## config.mk

```make
export PLATFORM = sky130hd
export DESIGN_NAME = alu_muldiv
export DESIGN_NICKNAME = d
export VERILOG_FILES = /design/src/rtl/alu_muldiv.sv
export SDC_FILE = /design/constraint.sdc
export NUM_CORES = 1
export LEC_CHECK = 0
export ABC_AREA = 1
export CAP_MARGIN = 20
export CORE_UTILIZATION = 40
export DETAILED_ROUTE_END_ITERATION = 16
export HOLD_SLACK_MARGIN = 0.12
export PLACE_DENSITY = 0.68
export SYNTH_ARGS = -nofsm -noshare
export SYNTH_HDL_FRONTEND = slang
export SYNTH_SLANG_ARGS = --single-unit
export TNS_END_PERCENT = 100
```

## constraint.sdc

```tcl
create_clock -name clk -period 2.6 [get_ports clk]
set_input_delay 0.26 -clock clk [delete_from_list [all_inputs] [get_ports clk]]
set_output_delay 0.26 -clock clk [all_outputs]
set_load 0.01 [all_outputs]
```

## src/rtl/alu_muldiv.sv

```systemverilog
// alu_muldiv: iterative RV32M-style multiply/divide unit, one bit per cycle, valid/ready on both sides.
module alu_muldiv #(
  parameter int WIDTH = 32,
  parameter int CNT_W = $clog2(WIDTH)
) (
  input  logic             clk,
  input  logic             rst_n,
  input  logic             flush,
  input  logic             in_valid,
  output logic             in_ready,
  input  logic [WIDTH-1:0] inA,
  input  logic [WIDTH-1:0] inB,
  input  logic [2:0]       md_op,
  output logic             out_valid,
  input  logic             out_ready,
  output logic [WIDTH-1:0] out
);
  typedef enum logic [1:0] {IDLE, CALC, SIGN, DONE} state_t;
  state_t state, state_nx;
  logic [2:0] op;
  logic neg;
  logic [CNT_W-1:0] cnt;
  logic [2*WIDTH-1:0] acc;
  logic [WIDTH:0] rem;
  logic [WIDTH-1:0] b_mag;
  logic sa_en, sb_en, sa, sb, div_zero, ovf, early, neg_in;
  logic [WIDTH-1:0] a_abs, b_abs, early_res;
  logic [WIDTH:0] mul_sum, shifted, diff;
  logic ge;
  logic [2*WIDTH-1:0] acc_mul, acc_div, prod;
  logic [WIDTH-1:0] q_s, r_s, res;
  always_comb begin
    sa_en = (md_op == 3'b001) || (md_op == 3'b010) || (md_op == 3'b100) || (md_op == 3'b110);
    sb_en = (md_op == 3'b001) || (md_op == 3'b100) || (md_op == 3'b110);
    sa = sa_en && inA[WIDTH-1];
    sb = sb_en && inB[WIDTH-1];
    a_abs = sa ? -inA : inA;
    b_abs = sb ? -inB : inB;
    div_zero = md_op[2] && (inB == '0);
    ovf = md_op[2] && !md_op[0] && (inA == {1'b1, {(WIDTH-1){1'b0}}}) && (&inB);
    early = div_zero || ovf;
    early_res = div_zero ? (md_op[1] ? inA : '1) : (md_op[1] ? '0 : inA);
    neg_in = (md_op[2] && md_op[1]) ? sa : (sa ^ sb);
  end
  // multiplier sits in acc low half and shifts out; dividend/quotient shares the same slot
  always_comb begin
    mul_sum = {1'b0, acc[2*WIDTH-1:WIDTH]} + (acc[0] ? {1'b0, b_mag} : '0);
    acc_mul = {mul_sum, acc[WIDTH-1:1]};
    shifted = {rem[WIDTH-1:0], acc[WIDTH-1]};
    diff = shifted - {1'b0, b_mag};
    ge = !diff[WIDTH];
    acc_div = {acc[2*WIDTH-1:WIDTH], acc[WIDTH-2:0], ge};
    prod = neg ? -acc : acc;
    q_s = neg ? -acc[WIDTH-1:0] : acc[WIDTH-1:0];
    r_s = neg ? -rem[WIDTH-1:0] : rem[WIDTH-1:0];
    res = !op[2] ? ((op[1:0] == 2'b00) ? prod[WIDTH-1:0] : prod[2*WIDTH-1:WIDTH]) : (op[1] ? r_s : q_s);
  end
  always_ff @(posedge clk or negedge rst_n)
    if (!rst_n) state <= IDLE;
    else state <= state_nx;
  always_comb begin
    state_nx = state;
    case (state)
      IDLE: state_nx = in_valid ? (early ? DONE : CALC) : IDLE;
      CALC: state_nx = (cnt == '0) ? SIGN : CALC;
      SIGN: state_nx = DONE;
      DONE: state_nx = out_ready ? IDLE : DONE;
    endcase
    if (flush) state_nx = IDLE;
  end
  always_comb begin
    in_ready = state == IDLE;
    out_valid = state == DONE;
  end
  always_ff @(posedge clk or negedge rst_n) begin
    if (!rst_n) begin
      op <= '0;
      neg <= 1'b0;
      cnt <= '0;
      acc <= '0;
      rem <= '0;
      b_mag <= '0;
      out <= '0;
    end else if (!flush) begin
      if (state == IDLE && in_valid) begin
        op <= md_op;
        neg <= neg_in;
        cnt <= CNT_W'(WIDTH-1);
        acc <= {{WIDTH{1'b0}}, a_abs};
        rem <= '0;
        b_mag <= b_abs;
        if (early) out <= early_res;
      end else if (state == CALC) begin
        cnt <= cnt - 1'b1;
        acc <= op[2] ? acc_div : acc_mul;
        if (op[2]) rem <= ge ? diff : shifted;
      end else if (state == SIGN) begin
        out <= res;
      end
    end
  end
endmodule
```

* Yosys cells after proc, flatten, opt, wreduce, memory -nomap -nowiden
Index checks and enable logic that the tools add are counted.
** Storage, ports and cells
- Flip-flop bits (word level) :: 171
- Input port bits :: 72
- Word-level logic and storage cells :: 91
** Operators by class
- Add/sub/neg operators :: 8
- Eq/ne operators :: 11
- Multiplexer cells :: 32
- Bitwise gates (word level) :: 2
- Reduce and logical (&&, ||, !) cells :: 29
** Operator list (count)
- $mux W32 :: 19
- $mux W64 :: 4
- $neg A32 Y32 :: 4
- $neg A64 Y64 :: 1
- $add A32 B32 Y33 :: 1
- $sub A33 B32 Y33 :: 1
- $eq A32 B32 Y1 const B :: 1
- $logic_not A32 Y1 :: 1
- $reduce_and A32 Y1 :: 1
- $mux W2 :: 5
- $mux W5 :: 2
- $logic_and A1 B1 Y1 :: 8
- $pmux W2 S4 :: 1
- $eq A3 B3 Y1 const B :: 2
- $logic_or A1 B1 Y1 :: 6
- $reduce_and A3 Y1 :: 2
- $reduce_bool A2 Y1 :: 3
- $logic_not A5 Y1 :: 1
- $sub A5 B1 Y5 const B :: 1
- $eq A2 B2 Y1 const B :: 2
- $logic_not A2 Y1 :: 2
- $ne A2 B2 Y1 const B :: 2
- $reduce_and A2 Y1 :: 2
- $reduce_and A4 Y1 :: 1
- other kinds (8) :: 9

* Logic depth before layout (Yosys ltp)
Gate-level depths: netlist (run 1).
- Word-level depth :: 9
- Mapped depth :: 18
- Depth with buffers taken out :: 17

* Least setup slack after synthesis (run 1)
OpenSTA, ideal clock, no wires.
- Path type :: register -> register
- Start point :: reg acc[31]
- End point :: reg rem[3]
- Library setup time :: 0.117 ns
- Data arrival time :: 2.202 ns
- Path slack :: 0.281 ns
- Stages on the path, launching flop included :: 17
- Buffers on the path :: 1
- Clock period less this slack :: 2.319 ns
- Cells stage by stage :: dfrtp_1 -> inv_1 -> ha_1 -> fa_1 -> o21ai_2 -> nand3_1 -> nand2_2 -> nand2_1 -> nand2_2 -> nand2_1 -> nand2_1 -> nand2_1 -> nand2_2 -> buf_6 -> nand2_1 -> nand3_1 -> nand2_1
** On the way
- Longest elaborated chain between the ends :: 5
** RTL lines
- from (decl) :: RTL line 23 : logic [2*WIDTH-1:0] acc;
- from (signal assigned) :: RTL line 89 : acc <= {{WIDTH{1'b0}}, a_abs};
- from (signal assigned) :: RTL line 95 : acc <= op[2] ? acc_div : acc_mul;
- $sub A33 B32 Y33 :: RTL line 50 : diff = shifted - {1'b0, b_mag};
- $mux W32 (2 in a row) :: RTL line 96 : if (op[2]) rem <= ge ? diff : shifted;
- $mux W32 :: RTL line 93 : end else if (state == CALC) begin
- $mux W32 :: RTL line 85 : if (state == IDLE && in_valid) begin
- to (signal assigned) :: RTL line 96
- to (decl) :: RTL line 24 : logic [WIDTH:0] rem;
Every way passes these cells. The select of a mux whose other input is x is not followed.
A chain may end at the register's enable or synchronous reset.

* Final worst setup path (run 1)
- Start point :: reg rem[24]
- End point :: reg rem[25]
** On the way
- Longest elaborated chain between the ends :: 5
** RTL lines (RTL line)
- $sub A33 B32 Y33 :: 50
- $mux W32 * (2 in a row) :: 96
- $mux W32 * :: 93
- $mux W32 * :: 85
Mark *: on every way between the ends. The rest lies on a longest branch, timed or not. The select of a mux whose other input is x is not followed.

==> results of run 1 <==
sequential cells by signal, indices dropped and copies added, names as in the netlist:
signal / count
op: 3
rem: 32
cnt: 5
out: 32
acc: 64
neg: 1
state: 2
b_mag: 32
power groups by stage:
| stage | logic [uW] | registers [uW] | clock network, uW |
|---|---|---|---|
| after floorplan | 6030 | 4230 | 0 |
| after global placement | 9670 | 4700 | 0 |
| after detailed placement | 9690 | 4690 | 0 |
| after CTS | 9730 | 4650 | 2650 |
| after global routing | 11100 | 4780 | 2750 |
| final | 10200 | 4720 | 2630 |
metrics by stage:
stage	setup WS, ps	hold WS (ps)	setup TNS (ps)	area [sq um]	total power (uW)
2_1_floorplan	281	-35.6	0	18000	10300
3_3_place_gp	35.6	179	0	20700	14400
3_5_place_dp	-12.9	180	-36.8	20700	14400
4_1_cts	15.6	212	0	21300	17000
5_1_grt	-1.67	276	-1.67	21500	18700
6_report	108	232	0	21500	17500
cells in the final DEF, fill, tap and decap left out, types with 38 or more instances in the layout:
| master | instances |
|---|---|
| sky130_fd_sc_hd__nand2_1 | 832 |
| sky130_fd_sc_hd__nand3_1 | 342 |
| sky130_fd_sc_hd__nor2_1 | 334 |
| sky130_fd_sc_hd__inv_1 | 328 |
| sky130_fd_sc_hd__o21ai_0 | 202 |
| sky130_fd_sc_hd__dfrtp_1 | 168 |
| sky130_fd_sc_hd__a21oi_1 | 163 |
| sky130_fd_sc_hd__buf_4 | 161 |
| sky130_fd_sc_hd__clkdlybuf4s50_1 | 104 |
| sky130_fd_sc_hd__ha_1 | 64 |
| sky130_fd_sc_hd__xor2_1 | 43 |
| sky130_fd_sc_hd__nand4_1 | 38 |
layer usage:
layer | global-route usage | vias to the layer above | wire, microns
met5 | 0 | - | 23
met3 | 0.0728 | 118 | 7460
li1 | - | 10300 | -
met2 | 0.458 | 1036 | 30000
met1 | 0.461 | 9740 | 32200
met4 | 0.138 | 4 | 2860
synthesized netlist by cell type, types with 4 or more instances:
cell type                  count
sky130_fd_sc_hd__nand2_1     838
sky130_fd_sc_hd__nand3_1     344
sky130_fd_sc_hd__nor2_1      343
sky130_fd_sc_hd__inv_1       328
sky130_fd_sc_hd__o21ai_0     214
sky130_fd_sc_hd__a21oi_1     174
sky130_fd_sc_hd__dfrtp_1     171
sky130_fd_sc_hd__ha_1         71
sky130_fd_sc_hd__xor2_1       43
sky130_fd_sc_hd__clkbuf_1     40
sky130_fd_sc_hd__nand4_1      38
sky130_fd_sc_hd__nor3_1       37
sky130_fd_sc_hd__buf_2        34
sky130_fd_sc_hd__o211ai_1     34
sky130_fd_sc_hd__a221oi_1     31
sky130_fd_sc_hd__o21ai_1      27
sky130_fd_sc_hd__a22oi_1      23
sky130_fd_sc_hd__nand3b_1     21
sky130_fd_sc_hd__xnor2_1      20
sky130_fd_sc_hd__buf_1        15
sky130_fd_sc_hd__inv_2        14
sky130_fd_sc_hd__nor2_2       12
sky130_fd_sc_hd__o22ai_1      11
sky130_fd_sc_hd__or2_2        10
sky130_fd_sc_hd__nand2_2       9
sky130_fd_sc_hd__o21a_1        9
sky130_fd_sc_hd__buf_6         8
sky130_fd_sc_hd__buf_4         6
sky130_fd_sc_hd__nand3_2       6
sky130_fd_sc_hd__nor4_1        6
sky130_fd_sc_hd__and2_1        5
sky130_fd_sc_hd__nand2_4       5
sky130_fd_sc_hd__nor2_4        5
sky130_fd_sc_hd__a21o_1        4
sky130_fd_sc_hd__o21bai_1      4
sky130_fd_sc_hd__or2_1         4
timing repair:
item                                    in CTS  in global routing
cloned                                       0                  2
endpoints found under the setup margin       2                 60
gates resized for setup                      1                 59
buffers inserted                             0                  3
pin swaps                                    0                  5
hold buffers                                 1                  0
hold endpoints to repair                   171                  0
cell type report:
| cell class | count | area (sq um) | share of cell area |
|---|---|---|---|
| tap | 592 | 741 | 0.0344 |
| multi-input combinational | 2373 | 12000 | 0.560 |
| clock inverter | 9 | 88.8 | 0.00413 |
| sequential | 171 | 4290 | 0.199 |
| clock buffer | 22 | 474 | 0.0220 |
| inverter | 345 | 1300 | 0.0602 |
| timing repair buffer | 283 | 2590 | 0.120 |
cells by family after synthesis:
| logic type | after synthesis | share of synthesized area |
|---|---|---|
| AOI/OAI and AO/OA | 546 | 0.173 |
| xor gates and xnor gates | 63 | 0.0307 |
| adders and majority gates | 73 | 0.0517 |
| buffers and inverters | 448 | 0.101 |
| DFF | 171 | 0.238 |
| and+or+nand+nor | 1690 | 0.405 |
worst paths after layout:
path	from	endpoint	slack, ps	depth (start not counted)
worst max-delay path	rem[24]	rem[25]	110	12
worst min-delay path	rst_n	out[20]	230	2
worst max register to register	rem[24]	rem[25]	110	12
worst min register to register	cnt[4]	cnt[4]	480	1
max in group asynchronous	rst_n	b_mag[16]	1560	3
min in group clk	md_op[2]	op[2]	450	3
==> summary.json, run 1 <==
{
  "status": "completed",
  "clkSinkCount": 171,
  "timing.slew.headroom": 0.494,
  "numPortBuffers": 105,
  "floorplan.die_area_sq_um": 45700,
  "grt_pass1_vias": 19100,
  "power.share.sequential": 0.270,
  "finish.net_count": 3336,
  "routabilityCongestion": 1.02,
  "critical_path.top_delay_family": "simple AND/OR/NAND/NOR gates",
  "grt_max_degree": 83,
  "ys_seq_elements": 171,
  "synth.top_cell.area_share": 0.238,
  "yosysTopAreaCell": "sky130_fd_sc_hd__dfrtp_1",
  "layout_min_cycle_time_ps": 2490,
  "cell_count_post_placement": 3758,
  "worstPathRequired_ps": 2990,
  "areaGrowthSynthToFinish_pct": 19.9,
  "crit_path_start_kind": "flip-flop",
  "drive_gt1_frac": 0.102,
  "hpwl_microns": 58700,
  "critical_path.cell_chain": "ha_2, a21oi_1, o21ai_0, nand2_1, nand3_1, nor2_2, nand3_1, nand2_4, buf_4, nand2_1, nand3_1, nand2_1",
  "power_report.internal_total_uw": 8580,
  "p_comb_frac": 0.580,
  "fillers": 4736,
  "report.final.hold_viol_count": 0,
  "avgViaCountPerCell": 5.59,
  "core_area_sq_um": 44200,
  "avgRoutedWirePerCell_microns": 19.1,
  "antennaDiodeCount": 0,
  "final_cell_count_no_fill": 3795,
  "ir_drop_v": 0.000519,
  "timing.critical_path.slowest_stage_cell": "sky130_fd_sc_hd__dfrtp_1",
  "cp_data_arrival_time_ps": 2880,
  "synth.distinct_cells": 55,
  "cp_bufs_invs": 1,
  "postSynthCellCount": 2991,
  "leakage_uw": 0.0106,
  "die-height_microns": 214,
  "synth_warnings": 0,
  "num_io_pins": 106,
  "antenna_left": 0,
  "grt_overflow_total": 0,
  "first_pass_grt_wire_length_microns": 111000,
  "detailedRoute.firstIterationViolations": 2304,
  "timing.setup.critical_path_class": "reg2reg",
  "initial_antenna_violation_count": 2,
  "cp-end-kind": "flip-flop",
  "drt-pass1-iter-count": 10,
  "final-max-slew-violation-count": 0,
  "cts_htree_levels": 4,
  "maxCapViolations": 0,
  "yosysSeqAreaShare": 0.238,
  "sw_frac_of_total": 0.510,
  "timing.fmax_mhz": 401,
  "tritoncts": "built",
  "synth_area_leaders": "sky130_fd_sc_hd__dfrtp_1, sky130_fd_sc_hd__nand2_1, sky130_fd_sc_hd__nand3_1",
  "die_width_microns": 214,
  "finish.utilization": 0.487,
  "tightest_slew_ps": 759,
  "clock_power_share": 0.150,
  "finalWirelength_microns": 72600,
  "synth_enable_flop_cells": 0,
  "share_of_synthesized_registers_carrying_an_async_set_or_reset": 1.00,
  "tritoncts.num_buffers": 17,
  "final-setup-viol-count": 0,
  "maximum_clock_skew_at_final_layout_ps": 15.0,
  "fp-row-count": 77,
  "mappedNetlistArea_sq_um": 18000,
  "synth_flop_cell": "sky130_fd_sc_hd__dfrtp_1",
  "netSwitchingPower_uw": 8920,
  "cts_root_buf": "sky130_fd_sc_hd__clkbuf_16",
  "crit_path_max_incr_delay_ps": 480,
  "route.vias.total": 21200,
  "layout_worst_path_cycle_share": 0.959,
  "power.density_nw_per_um2": 813,
  "clkTransAtPathRegs_ps": 70,
  "groute.usage.overall": 0.322,
  "route.detailed.drc": 0,
  "net_count_of_the_mapped_netlist": 3136,
  "clock_latency_on_the_worst_skew_pair_ps": 500,
  "worstPathMaxFanout": 7,
  "timing.hold.worst.class": "in2async",
  "cts-root-to-sink-buffers": 2,
  "start_util": 0.406,
  "average_size_of_a_mapped_cell_sq_um": 6.00
}
(Power assumes the default switching activity.)
==> run 2: changes to the inputs <==
Settings changed: CTS_BUF_LIST set to sky130_fd_sc_hd__clkbuf_4 sky130_fd_sc_hd__clkbuf_8 sky130_fd_sc_hd__clkbuf_16.
==> run 2 against run 1 <==
Power about the same. Sequential cell count unchanged. Utilization about the same. Worst hold slack worse by 4.4 ps. Die area unchanged. Via count down 0.18%. Count of clock-buffer cells in the layout unchanged. First-iteration DRC count up 3.5%. Design area about the same. Register-to-register slack about the same. Sequential share of layout area about the same.
==> summary.json, run 2 (synthesis gave the netlist of run 1 again) <==
{
  "status": "completed",
  "timing.fmax_mhz": 403,
  "worstPathRequired_ps": 2990,
  "route.detailed.drc": 0,
  "start_util": 0.406,
  "die-height_microns": 214,
  "tightest_slew_ps": 779,
  "final-setup-viol-count": 0,
  "avgViaCountPerCell": 5.58,
  "tritoncts.num_buffers": 17,
  "num_io_pins": 106,
  "core_area_sq_um": 44200,
  "regToRegSetupSlack_ps": 120,
  "gr-usage-met1": 0.461,
  "route.vias.total": 21200,
  "netSwitchingPower_uw": 8910,
  "maximum_clock_skew_at_final_layout_ps": 13.1,
  "timing.slew.headroom": 0.480,
  "grt_pass1_vias": 19200,
  "cp_data_arrival_time_ps": 2880,
  "drive_gt1_frac": 0.103,
  "power_report.internal_total_uw": 8600,
  "die_width_microns": 214,
  "tritoncts": "built",
  "leakage_uw": 0.0106,
  "power.density_nw_per_um2": 814,
  "grt.busiest_layer": "met1",
  "cts_htree_levels": 4,
  "final-max-slew-violation-count": 0,
  "first_pass_grt_wire_length_microns": 111000,
  "layout_worst_path_cycle_share": 0.955,
  "antennaDiodeCount": 0,
  "numPortBuffers": 105,
  "globalRouteMet2Util": 0.459,
  "total_power_uw": 17500,
  "grt_util_met3": 0.0728,
  "hpwl_microns": 58700,
  "floorplan.die_area_sq_um": 45700,
  "largest_register_ffs": 64,
  "cp-end-kind": "flip-flop",
  "ir_drop_v": 0.000518,
  "layout.cell_area.non_filler_sq_um": 21500,
  "timing.setup.critical_path_class": "reg2reg",
  "sw_frac_of_total": 0.509,
  "timing.hold.worst.class": "in2async",
  "maxCapViolations": 0,
  "report.final.hold_viol_count": 0,
  "p_comb_frac": 0.579,
  "detailedRoute.firstIterationViolations": 2385,
  "crit_path_start_kind": "flip-flop",
  "finish.net_count": 3336,
  "cts-root-to-sink-buffers": 2,
  "avgRoutedWirePerCell_microns": 19.1,
  "clock_power_share": 0.152,
  "layout_min_cycle_time_ps": 2480,
  "initial_antenna_violation_count": 2,
  "power.share.sequential": 0.269,
  "cts_root_buf": "sky130_fd_sc_hd__clkbuf_16",
  "clkSinkCount": 171,
  "fp-row-count": 77,
  "worstPathMaxFanout": 10,
  "clock_latency_on_the_worst_skew_pair_ps": 500,
  "grt_overflow_total": 0,
  "top_register": "acc",
  "antenna_left": 0,
  "routabilityCongestion": 1.02,
  "detailed_place.area_sq_um": 20700,
  "drt-pass1-iter-count": 7,
  "layout.cells.most_common": "sky130_fd_sc_hd__nand2_1",
  "groute.usage.overall": 0.322,
  "clkTransAtPathRegs_ps": 80,
  "grt_max_degree": 83,
  "areaGrowthSynthToFinish_pct": 19.9,
  "layout_common_cells": "sky130_fd_sc_hd__nand2_1, sky130_fd_sc_hd__nand3_1, sky130_fd_sc_hd__nor2_1",
  "finalWirelength_microns": 72500
}
[run 2: layout make-up]
cell class                      count  area (sq um)
Clock buffer                       22           482
Clock inverter                      9          88.8
Fill cell                        4737         22700
Inverter                          345          1300
Multi-Input combinational cell   2373         12000
Sequential cell                   171          4290
Tap cell                          592           741
Timing Repair Buffer              283          2590
[run 2: timing repair]
action / 4_1_cts / 5_1_grt
hold buffers: 1 / 0
endpoints found under the hold margin: 171 / 0
buffers inserted: 0 / 3
pin swaps: 0 / 5
resized for setup: 1 / 59
gates cloned: 0 / 2
setup endpoints to repair: 2 / 60
[run 2: final timing paths]
path | startpoint | to | cells past startpoint
worst min-delay path | rst_n | out[10] | 2
worst max-delay path | b_mag[13] | rem[2] | 16
max in group asynchronous | rst_n | b_mag[16] | 3
worst max register to register | b_mag[13] | rem[2] | 16
min in group clk | md_op[0] | op[0] | 3
worst min register to register | cnt[4] | cnt[4] | 1
[run 2: critical path, stage by stage (launching register included)]
cell and delay, ps:
sky130_fd_sc_hd__dfrtp_1 420, sky130_fd_sc_hd__inv_1 110, sky130_fd_sc_hd__ha_1 370, sky130_fd_sc_hd__nand2_1 100, sky130_fd_sc_hd__nor2_1 220, sky130_fd_sc_hd__nand2_1 80, sky130_fd_sc_hd__inv_1 80, sky130_fd_sc_hd__nand2_1 80
sky130_fd_sc_hd__nand2_2 90, sky130_fd_sc_hd__nand2_1 120, sky130_fd_sc_hd__nand2_2 110, sky130_fd_sc_hd__nand2_2 80, sky130_fd_sc_hd__nand2_4 140, sky130_fd_sc_hd__clkbuf_16 180, sky130_fd_sc_hd__nand2_1 60, sky130_fd_sc_hd__nand3_1 90
sky130_fd_sc_hd__nand2_1 60
[run 2: power by group through the flow]
stage | Clock, uW | Combinational (uW) | Sequential, uW
after floorplan | 0 | 6030 | 4230
after global placement | 0 | 9670 | 4700
after detailed placement | 0 | 9690 | 4690
after CTS | 2670 | 9730 | 4650
after global routing | 2780 | 11100 | 4780
final | 2650 | 10100 | 4720
[run 2: metal layers]
metal	wire length [microns]	vias to the layer above
met5	23	-
met4	2930	4
met3	7560	123
met2	29900	1056
met1	32100	9674
li1	-	10300
[run 2: metrics by stage]
step                setup WS (ps)  hold slack (ps)  TNS (ps)  utilization  cells
floorplan                     281            -35.6         0            -   2991
global placement             35.6              179         0        0.468   3758
detailed placement          -12.9              180     -36.8        0.468   3758
CTS                          15.6              212         0        0.482   3790
global route                -1.67              276     -1.67        0.487   3795
finish                        116              228         0        0.487   3795
